**src/rtl/sync_fifo_pkg.sv**
```systemverilog
// Shared defaults for the sync FIFO drain block and its output buffer.
package sync_fifo_pkg;

  localparam int DATA_W_DEF    = 4;
  localparam int BUF_DEPTH_DEF = 3;
  localparam int DRAIN_CNT_W   = 16;

  // Modulo increment for pointers into buffers whose depth need not be a power of two.
  function automatic int unsigned wrap_inc(input int unsigned ptr, input int unsigned depth);
    return (ptr == depth - 1) ? 0 : ptr + 1;
  endfunction

endpackage

```
**src/rtl/sync_fifo_drain_if.sv**
```systemverilog
// FIFO-side read handshake and downstream valid/ready bundle of the drain block.
interface sync_fifo_drain_if
  import sync_fifo_pkg::*;
#(
  parameter int DATA_W = DATA_W_DEF
) ();

  logic              fifo_rd_en;
  logic              fifo_empty;
  logic [DATA_W-1:0] fifo_data;
  logic [DATA_W-1:0] out_data;
  logic              out_valid;
  logic              out_ready;

  modport master (
    output fifo_rd_en,
    input  fifo_empty,
    input  fifo_data,
    output out_data,
    output out_valid,
    input  out_ready
  );

  modport slave (
    input  fifo_rd_en,
    output fifo_empty,
    output fifo_data,
    input  out_data,
    input  out_valid,
    output out_ready
  );

endinterface

```
**src/rtl/drain_buf.sv**
```systemverilog
// Small circular output buffer: cleared storage, head/tail pointers with modulo wrap, occupancy count.
module drain_buf
  import sync_fifo_pkg::*;
#(
  parameter int DATA_W    = DATA_W_DEF,
  parameter int BUF_DEPTH = BUF_DEPTH_DEF,
  localparam int PTR_W    = $clog2(BUF_DEPTH),
  localparam int CNT_W    = $clog2(BUF_DEPTH + 1)
) (
  input  logic              clk,
  input  logic              rst_a,
  input  logic              wr_en,
  input  logic [DATA_W-1:0] wr_data,
  input  logic              pop,
  output logic [DATA_W-1:0] head_data,
  output logic [CNT_W-1:0]  occ
);

  logic [DATA_W-1:0] mem_reg [BUF_DEPTH];
  logic [PTR_W-1:0]  head_reg, tail_reg;
  logic [CNT_W-1:0]  occ_reg;
  logic              do_pop;

  assign do_pop    = pop && (occ_reg != '0);
  assign head_data = mem_reg[head_reg];
  assign occ       = occ_reg;

  always_ff @(posedge clk or posedge rst_a) begin
    if (rst_a) begin
      for (int i = 0; i < BUF_DEPTH; i++) mem_reg[i] <= '0;
    end else if (wr_en) begin
      mem_reg[tail_reg] <= wr_data;
    end
  end

  always_ff @(posedge clk or posedge rst_a) begin
    if (rst_a) begin
      head_reg <= '0;
      tail_reg <= '0;
      occ_reg  <= '0;
    end else begin
      if (wr_en)  tail_reg <= PTR_W'(wrap_inc(32'(tail_reg), BUF_DEPTH));
      if (do_pop) head_reg <= PTR_W'(wrap_inc(32'(head_reg), BUF_DEPTH));
      // Capture and pop in the same cycle leave the count unchanged.
      case ({wr_en, do_pop})
        2'b10:   occ_reg <= occ_reg + CNT_W'(1);
        2'b01:   occ_reg <= occ_reg - CNT_W'(1);
        default: occ_reg <= occ_reg;
      endcase
    end
  end

endmodule

```
**src/rtl/sync_fifo_drain.sv**
```systemverilog
// Drains a registered-read sync FIFO into a small output buffer with valid/ready output.
// Optional pop counter output drain_cnt when SYNC_FIFO_DRAIN_STATS_EN is defined.
module sync_fifo_drain
  import sync_fifo_pkg::*;
#(
  parameter int DATA_W    = DATA_W_DEF,
  parameter int BUF_DEPTH = BUF_DEPTH_DEF
) (
  input  logic                   clk,
  input  logic                   rst_a,
  input  logic                   en,
  sync_fifo_drain_if.master      bus
`ifdef SYNC_FIFO_DRAIN_STATS_EN
  ,
  output logic [DRAIN_CNT_W-1:0] drain_cnt
`endif
);

  localparam int CNT_W = $clog2(BUF_DEPTH + 1);

  logic              inflight_reg;
  logic [CNT_W-1:0]  occ;
  logic [CNT_W:0]    committed;
  logic              rd_en;
  logic              out_valid;
  logic              pop;
  logic [DATA_W-1:0] head_data;

  // Every issued read owns a buffer slot, so the buffer can never overflow.
  assign committed = {1'b0, occ} + {{CNT_W{1'b0}}, inflight_reg};
  assign rd_en     = !rst_a && en && !bus.fifo_empty && (committed < (CNT_W+1)'(BUF_DEPTH));
  assign out_valid = (occ != '0);
  assign pop       = out_valid && bus.out_ready;

  assign bus.fifo_rd_en = rd_en;
  assign bus.out_valid  = out_valid;
  assign bus.out_data   = head_data;

  always_ff @(posedge clk or posedge rst_a) begin
    if (rst_a) inflight_reg <= 1'b0;
    else       inflight_reg <= rd_en;
  end

  drain_buf #(
    .DATA_W    (DATA_W),
    .BUF_DEPTH (BUF_DEPTH)
  ) u_buf (
    .clk       (clk),
    .rst_a     (rst_a),
    .wr_en     (inflight_reg),
    .wr_data   (bus.fifo_data),
    .pop       (pop),
    .head_data (head_data),
    .occ       (occ)
  );

`ifdef SYNC_FIFO_DRAIN_STATS_EN
  logic [DRAIN_CNT_W-1:0] drain_cnt_reg;

  always_ff @(posedge clk or posedge rst_a) begin
    if (rst_a)    drain_cnt_reg <= '0;
    else if (pop) drain_cnt_reg <= drain_cnt_reg + DRAIN_CNT_W'(1);
  end

  assign drain_cnt = drain_cnt_reg;
`endif

endmodule

```
**src/flat_wrapper.sv**
```systemverilog
// flat-port wrapper written by rule: the top's interface ports become plain ports
module sync_fifo_drain_flat import sync_fifo_pkg::*;
#(
  parameter int DATA_W    = DATA_W_DEF,
  parameter int BUF_DEPTH = BUF_DEPTH_DEF
)
  (clk, rst_a, en, bus_fifo_rd_en, bus_fifo_empty, bus_fifo_data, bus_out_data, bus_out_valid, bus_out_ready);
  sync_fifo_drain_if #(.DATA_W(DATA_W)) bus_i ();
  input  logic clk;
  input  logic rst_a;
  input  logic en;
  output wire logic [$bits(bus_i.fifo_rd_en)-1:0] bus_fifo_rd_en;
  input wire logic [$bits(bus_i.fifo_empty)-1:0] bus_fifo_empty;
  input wire logic [$bits(bus_i.fifo_data)-1:0] bus_fifo_data;
  output wire logic [$bits(bus_i.out_data)-1:0] bus_out_data;
  output wire logic [$bits(bus_i.out_valid)-1:0] bus_out_valid;
  input wire logic [$bits(bus_i.out_ready)-1:0] bus_out_ready;
  assign bus_fifo_rd_en = bus_i.fifo_rd_en;
  assign bus_i.fifo_empty = bus_fifo_empty;
  assign bus_i.fifo_data = bus_fifo_data;
  assign bus_out_data = bus_i.out_data;
  assign bus_out_valid = bus_i.out_valid;
  assign bus_i.out_ready = bus_out_ready;
  sync_fifo_drain #(.DATA_W(DATA_W), .BUF_DEPTH(BUF_DEPTH)) u_core (.clk(clk), .rst_a(rst_a), .en(en), .bus(bus_i));
endmodule
```
**config.mk**
```make
export PLATFORM = sky130hd
export DESIGN_NAME = sync_fifo_drain_flat
export DESIGN_NICKNAME = d
export VERILOG_FILES = /design/src/rtl/sync_fifo_pkg.sv /design/src/rtl/sync_fifo_drain_if.sv /design/src/rtl/drain_buf.sv /design/src/rtl/sync_fifo_drain.sv /design/src/flat_wrapper.sv
export SDC_FILE = /design/constraint.sdc
export NUM_CORES = 1
export LEC_CHECK = 0
export BUFFER_PORTS_ARGS = -buffer_cell sky130_fd_sc_hd__buf_2
export CAP_MARGIN = 10
export CELL_PAD_IN_SITES_DETAIL_PLACEMENT = 0
export CELL_PAD_IN_SITES_GLOBAL_PLACEMENT = 1
export CORE_MARGIN = 1.5
export CORE_UTILIZATION = 49
export CTS_BUF_LIST = sky130_fd_sc_hd__clkbuf_8
export DETAILED_ROUTE_END_ITERATION = 6
export GPL_TIMING_DRIVEN = 0
export PLACE_DENSITY = 0.82
export SLEW_MARGIN = 25
export SYNTH_ARGS = -nofsm -noshare
export SYNTH_HDL_FRONTEND = slang
export SYNTH_SLANG_ARGS = --single-unit
```
**constraint.sdc**
```tcl
create_clock -name clk -period 3.6 [get_ports clk]
set_input_delay 0.54 -clock clk [delete_from_list [all_inputs] [get_ports clk]]
set_output_delay 0.54 -clock clk [all_outputs]
set_load 0.01 [all_outputs]
```
==> summary.txt, run 1 <==
Status
  • Status: finished, final reports clean

CTS
  • Inserted Clock Buffers: 3
  • CTS clk-pin slew, worst paths: 70 ps
  • CTS tree: done
  • H-tree levels: 1
  • Worst-Skew Late Latency: 250 ps
  • Hold buffer count at cts: 0
  • Max Buffers Root-to-Sink: 2
  • Root buf cell: clkbuf_8
  • Setup Buffers After CTS: 0
  • PostCTS Resize Cnt: 0
  • Clock Sinks: 19

Drt
  • Routed wire length on met2: 667 um
  • Avg WL per Cell: 12.23 um
  • Routed Antenna Nets: 0
  • WL final: 1407 um
  • Initial DRC count: 6
  • Wire length on met3: between 40 and 50 um
  • DRC: 0
  • Highest Signal Layer: met4
  • Via Count: 576
  • 1st-pass router iterations: 4
  • WL met1: around 690 um
  • Vias/cell: 5.009

Critical path
  • Setup Crit Path Kind: in2out
  • Worst Setup End Kind: primary output
  • Max FO, Critical Path: 20
  • CP Data Arrival Time: 1630 ps
  • Worst r2r src: u_core.u_buf.occ[0]$_DFFE_PP0P_
  • Worst Setup Start Kind: input port
  • Worst Setup SP: rst_a
  • Worst Path Required: approximately 3100 ps

Timing
  • Final setup viols: 0
  • Fmax: between 0.4 and 0.5 GHz
  • Post-route setup TNS: 0 ps
  • RSZ-0062 raised after global routing: no
  • Tightest Pin Transition: 715.5 ps
  • Fin crit share: 0.6018
  • Final Hold Viols: 0
  • Worst Skew: 3.842 ps
  • Pins over their slew limit: 0
  • Final min period: 2167 ps
  • Max transition margin: 0.5225

Place
  • Gpl congestion: 0.7065
  • Post-DP HPWL: a little over 1000 um
  • Placed cell count: around 110
  • PortBufs: 14

Power
  • Sw frac: 0.3348
  • Static leakage power: slightly above 0.5 nW
  • Clk pwr share: 0.162
  • Sw Pwr: 294.6 uW
  • Cell Int Power: slightly below 600 uW
  • P per Cell Area: 848.3 nW/um^2
  • VDD IR max: 0.4235 mV
  • Combinational share of power: 0.405
  • Register share of total power: 0.433

Synth
  • Syn_area_per_cell: 12.37 sq um
  • Ys flop type: dfrtp_1
  • Most numerous cell in the Yosys netlist: dfrtp_1
  • Post-Synthesis Cells: 72
  • Asr flop ratio synth: 1.000
  • YS warnings: 0
  • Seq cells post-synth: 19
  • Top-area cell type share of the netlist area: 0.5337
  • Synth top cells by count: dfrtp_1, mux2_2, o21ai_0
  • Number of synthesized flops with an enable pin: 0
  • Synth Cell Area: 890.9 sq um
  • Yosys top cell by area: dfrtp_1
  • Seq/Total Area, Yosys: 0.5337
  • Syn nets: 84
  • Synth area leaders: dfrtp_1, mux2_2, mux2_4, mux2i_1, ha_1
  • Yosys cell types: 24

Floorplan
  • Chip Width: 45.64 um
  • Core Rows: 15
  • Core area: roughly 1700 sq um
  • Die area: 2083 sq um
  • Top-level I/O count: 15
  • Die Span Y: 45.64 um
  • Starting density of the core: 0.5216

Global routing
  • Total track usage: 0.1625
  • Initial antenna violation count: 0
  • Grt total ovfl: 0
  • Vias in the first global route: 563
  • First-pass GRT wire length: 2373 um
  • Largest net degree at the start of global routing: 21

Finish
  • Max FFs per register: 12
  • P&R area growth vs syn: 16.43%
  • ANT cells: 0
  • Final #Nets: 103
  • Share of cells above drive strength 1: 0.3778
  • Post-route insts no fill: approximately 120

Job
  • Max-Cap Viols: 0

Min path
  • Worst hold path class: in2async
## worst paths after layout
path / end / slack, ps / depth (start not counted)
worst max register to register: u_core.u_buf.occ[1]$_DFFE_PP0P_ / 1980 / 6
worst max-delay path: bus_fifo_rd_en / 1430 / 5
worst min-delay path: u_core.u_buf.mem_reg[3]$_DFFE_PP0P_ / 400 / 2
min in group clk: u_core.u_buf.mem_reg[8]$_DFFE_PP0P_ / 510 / 1
worst min register to register: u_core.u_buf.mem_reg[8]$_DFFE_PP0P_ / 510 / 1
max in group asynchronous: u_core.u_buf.mem_reg[9]$_DFFE_PP0P_ / 2750 / 2
## placed cells by master (no fill, tap or decap)
| cell | count |
|---|---|
| dfrtp_1 | 19 |
| buf_2 | 15 |
| mux2_2 | 8 |
| o21ai_0 | 6 |
| nand2_1 | 5 |
| inv_1 | 4 |
| mux2_4 | 4 |
| mux2i_1 | 4 |
| ha_1 | 3 |
| clkbuf_8 | 3 |
| xnor2_1 | 2 |
| nor2_1 | 2 |
| nand3_1 | 2 |
| a21o_1 | 2 |
| xor2_1 | 1 |
| inv_2 | 1 |
| clkbuf_1 | 1 |
| nand2b_1 | 1 |
| or3_4 | 1 |
| nor3_2 | 1 |
| or2_2 | 1 |
| nor2b_1 | 1 |
| a21oi_1 | 1 |
| o22ai_1 | 1 |
| nor3_1 | 1 |
## routing by layer
layer  GRT usage  vias up
li1            -      284
met1      0.2005      277
met2      0.2620       13
met3     0.03571        2
met4     0.08824        0
met5           0        -
## through the flow
step / utilization / setup slack (ps) / hold WS (ps) / area, sq um / power (mW)
2_1_floorplan: - / 1710 / 473.0 / 890.9 / 0.6417
3_3_place_gp: 0.5810 / 1375 / 487.5 / 992.2 / 0.7279
3_5_place_dp: 0.5810 / 1358 / 494.9 / 992.2 / 0.7452
4_1_cts: 0.6073 / 1358 / 431.7 / 1037 / 0.8873
5_1_grt: 0.6073 / 1189 / 472.6 / 1037 / 0.9432
6_report: 0.6073 / 1434 / 395.4 / 1037 / 0.8798
## power by group through the flow
stage                     Sequential, mW  Combinational, mW  Clock [mW]
after global placement             0.379              0.348           0
after global routing               0.394              0.395       0.154
after detailed placement           0.385              0.360           0
final                              0.381              0.356       0.143
after CTS                          0.381              0.361       0.145
after floorplan                    0.369              0.273           0
## cells by family (layout without fill, tap and decap cells)
group                      after synthesis  count (layout)  share of synthesized area
AOI/OAI and AO/OA                       10              10                    0.06320
xor gates and xnor gates                 3               3                    0.02950
adders and majority gates                3               3                    0.04214
buffers and inverters                    6              24                    0.02667
DFF                                     19              19                     0.5337
muxes                                   16              16                     0.2135
and+or+nand+nor                         15              15                    0.09131
## critical path, cell delays in order
cell and delay (ps):
buf_2 90, inv_1 520, nand3_1 140, a21oi_1 180
buf_2 160
## final cells by class
class | count | area [sq um]
Fill cell | 140 | 670.6
Sequential cell | 19 | 475.5
Multi-Input combinational cell | 47 | 391.6
Timing Repair Buffer | 14 | 70.07
Clock buffer | 3 | 41.29
Tap cell | 25 | 31.28
Inverter | 4 | 15.01
Buffer | 2 | 8.758
Clock inverter | 1 | 3.754
No activity file was read; power rests on OpenSTA's default activity.
==> run 2: changes to the inputs <==
Settings changed: CORE_UTILIZATION 49 to 41, PLACE_DENSITY 0.82 to 0.72.
Clock period 3.6 ns to 1.8 ns, I/O delays scaled along.
==> run 2 against run 1 <==
Net effect: non-clock buffer count rose by 2; final area up 5.4%; sequential share of layout area down 2.4 points; sequential cell count is the same; cell count is 3.5% higher; sequential power rose by 110%; wire length grew 18%; clock skew fell by 1.6 ps; via count rose by 4.9%; critical path depth rose by 1.
==> summary.txt, run 2 (synthesis gave the netlist of run 1 again) <==
Status
  • Status: finished, final reports clean

CTS
  • Worst-Skew Late Latency: 250 ps
  • Clock Sinks: 19
  • Root buf cell: clkbuf_8
  • CTS clk-pin slew, worst paths: 70 ps
  • Inserted Clock Buffers: 3
  • CTS tree: done
  • Max Buffers Root-to-Sink: 2
  • H-tree levels: 1

Place
  • Placed cell count: 113
  • Post-DP HPWL: 1085 um
  • Gpl congestion: 0.6794
  • PortBufs: 14

Power
  • VDD IR max: 0.9239 mV
  • Final Power: 1.836 mW
  • Static leakage power: 0.5178 nW
  • P per Cell Area: 1679 nW/um^2

Timing
  • Fmax: about 0.58 GHz
  • Final min period: 1729 ps
  • Tightest Pin Transition: 437.9 ps
  • Final setup viols: 0
  • Pins over their slew limit: 0
  • Max transition margin: 0.7074
  • Fin crit share: 0.9607
  • Worst Skew: 2.251 ps
  • Final Hold Viols: 0

Critical path
  • Critical Path, Cell by Cell: ha_2 -> ha_4 -> nor2_4 -> nand3_2 -> a21oi_2 -> buf_2
  • Top Family by Delay on Critical Path: flip-flops
  • Worst path slowest cell: dfrtp_1
  • Max FO, Critical Path: 2
  • Worst Setup End Kind: primary output
  • CP Data Arrival Time: 1460 ps
  • Worst Setup Start Kind: flip-flop
  • Max incr delay on CP: 400 ps
  • Worst Path Required: about 1500 ps
  • Setup Crit Path Kind: reg2out
  • Crit path buf inv count: 1

Floorplan
  • Chip Width: 49.62 um
  • Core Rows: 16
  • Starting density of the core: 0.4450
  • Die Span Y: 49.62 um
  • Core area: 2002 sq um
  • Die area: 2462 sq um
  • Top-level I/O count: 15

Finish
  • Commonest non-fill, non-tap cell in the layout: dfrtp_1
  • Share of cells above drive strength 1: 0.4674
  • Area of the multi-input gates: around 420 sq um
  • Post-route insts no fill: 119
  • Max FFs per register: 12
  • Reg area: 475.5 sq um
  • P&R area growth vs syn: 22.75%
  • Final #Nets: 105
  • Fill cells: 189
  • ANT cells: 0
  • Commonest non-fill, non-tap cells in the layout: dfrtp_1, buf_2, mux2_2

Drt
  • Via Count: 604
  • WL final: 1660 um
  • 1st-pass router iterations: 2
  • Routed Antenna Nets: 0
  • Vias/cell: 5.076
  • DRC: 0
  • Avg WL per Cell: roughly 14 um
  • Initial DRC count: 10

Global routing
  • Largest net degree at the start of global routing: 21
  • Vias in the first global route: 623
  • Total track usage: 0.1506
  • First-pass GRT wire length: 2801 um
  • Initial antenna violation count: 0
  • Grt total ovfl: 0

Job
  • Max-Cap Viols: 0

Min path
  • Worst hold path class: in2async
[run 2: metrics by stage]
step,setup slack [ps],setup TNS [ps],util,hold slack (ps),instance area [sq um]
after floorplan,323.7,0,-,229.8,890.9
after global routing,-8.071,-8.071,0.5463,51.28,1094
after global placement,91.16,0,0.4969,441.9,994.7
after detailed placement,29.38,0,0.4969,444.9,994.7
after CTS,14.93,0,0.5313,167.0,1064
final,70.81,0,0.5463,18.30,1094
[run 2: what timing repair did]
action,4_1_cts,5_1_grt
cloned,0,0
setup buffers,2,1
pin swaps,3,3
resized for setup,3,6
hold buffers,0,0
endpoints found under the setup margin,1,6
[run 2: worst paths after layout]
check | from | depth (start not counted) | end | slack, ps
hold reg to reg | u_core.u_buf.mem_reg[11]$_DFFE_PP0P_ | 1 | u_core.u_buf.mem_reg[11]$_DFFE_PP0P_ | 510
max in group asynchronous | rst_a | 2 | u_core.u_buf.mem_reg[9]$_DFFE_PP0P_ | 1510
min in group clk | bus_fifo_data[3] | 2 | u_core.u_buf.mem_reg[3]$_DFFE_PP0P_ | 280
setup reg to reg | u_core.u_buf.occ[0]$_DFFE_PP0P_ | 6 | u_core.u_buf.occ[1]$_DFFE_PP0P_ | 200
setup / recovery | u_core.u_buf.occ[0]$_DFFE_PP0P_ | 6 | bus_fifo_rd_en | 70
hold / removal | rst_a | 2 | u_core.u_buf.head_reg[1]$_DFFE_PP0P_ | 20
[run 2: power breakdown]
group          internal, mW  switching [mW]  leakage [nW]
Combinational         0.417           0.338         0.262
Sequential            0.635           0.155         0.229
Clock                 0.151           0.138        0.0269
[run 2: worst reg2reg max path, stage by stage, from the launching register on]
cell     delay (ps)
dfrtp_1         400
buf_4           160
o21ai_1         270
inv_1            80
ha_1            330
nor2_1          140
xor2_1          150
[run 2: layout make-up]
type	count	area share
sequential	19	0.4348
multi-input combinational	47	0.3867
timing repair buffer	17	0.08467
clock buffer	3	0.03776
tap	27	0.03089
inverter	4	0.01716
buffer	1	0.004577
clock inverter	1	0.003432
[run 2: routing by layer]
layer / vias to the layer above / global-route usage / wire length [um]
li1: 287 / - / -
met1: 303 / 0.1827 / 801
met2: 12 / 0.2578 / 790
met3: 2 / 0.03636 / 57
met4: 0 / 0.05556 / 11
met5: - / 0 / 0
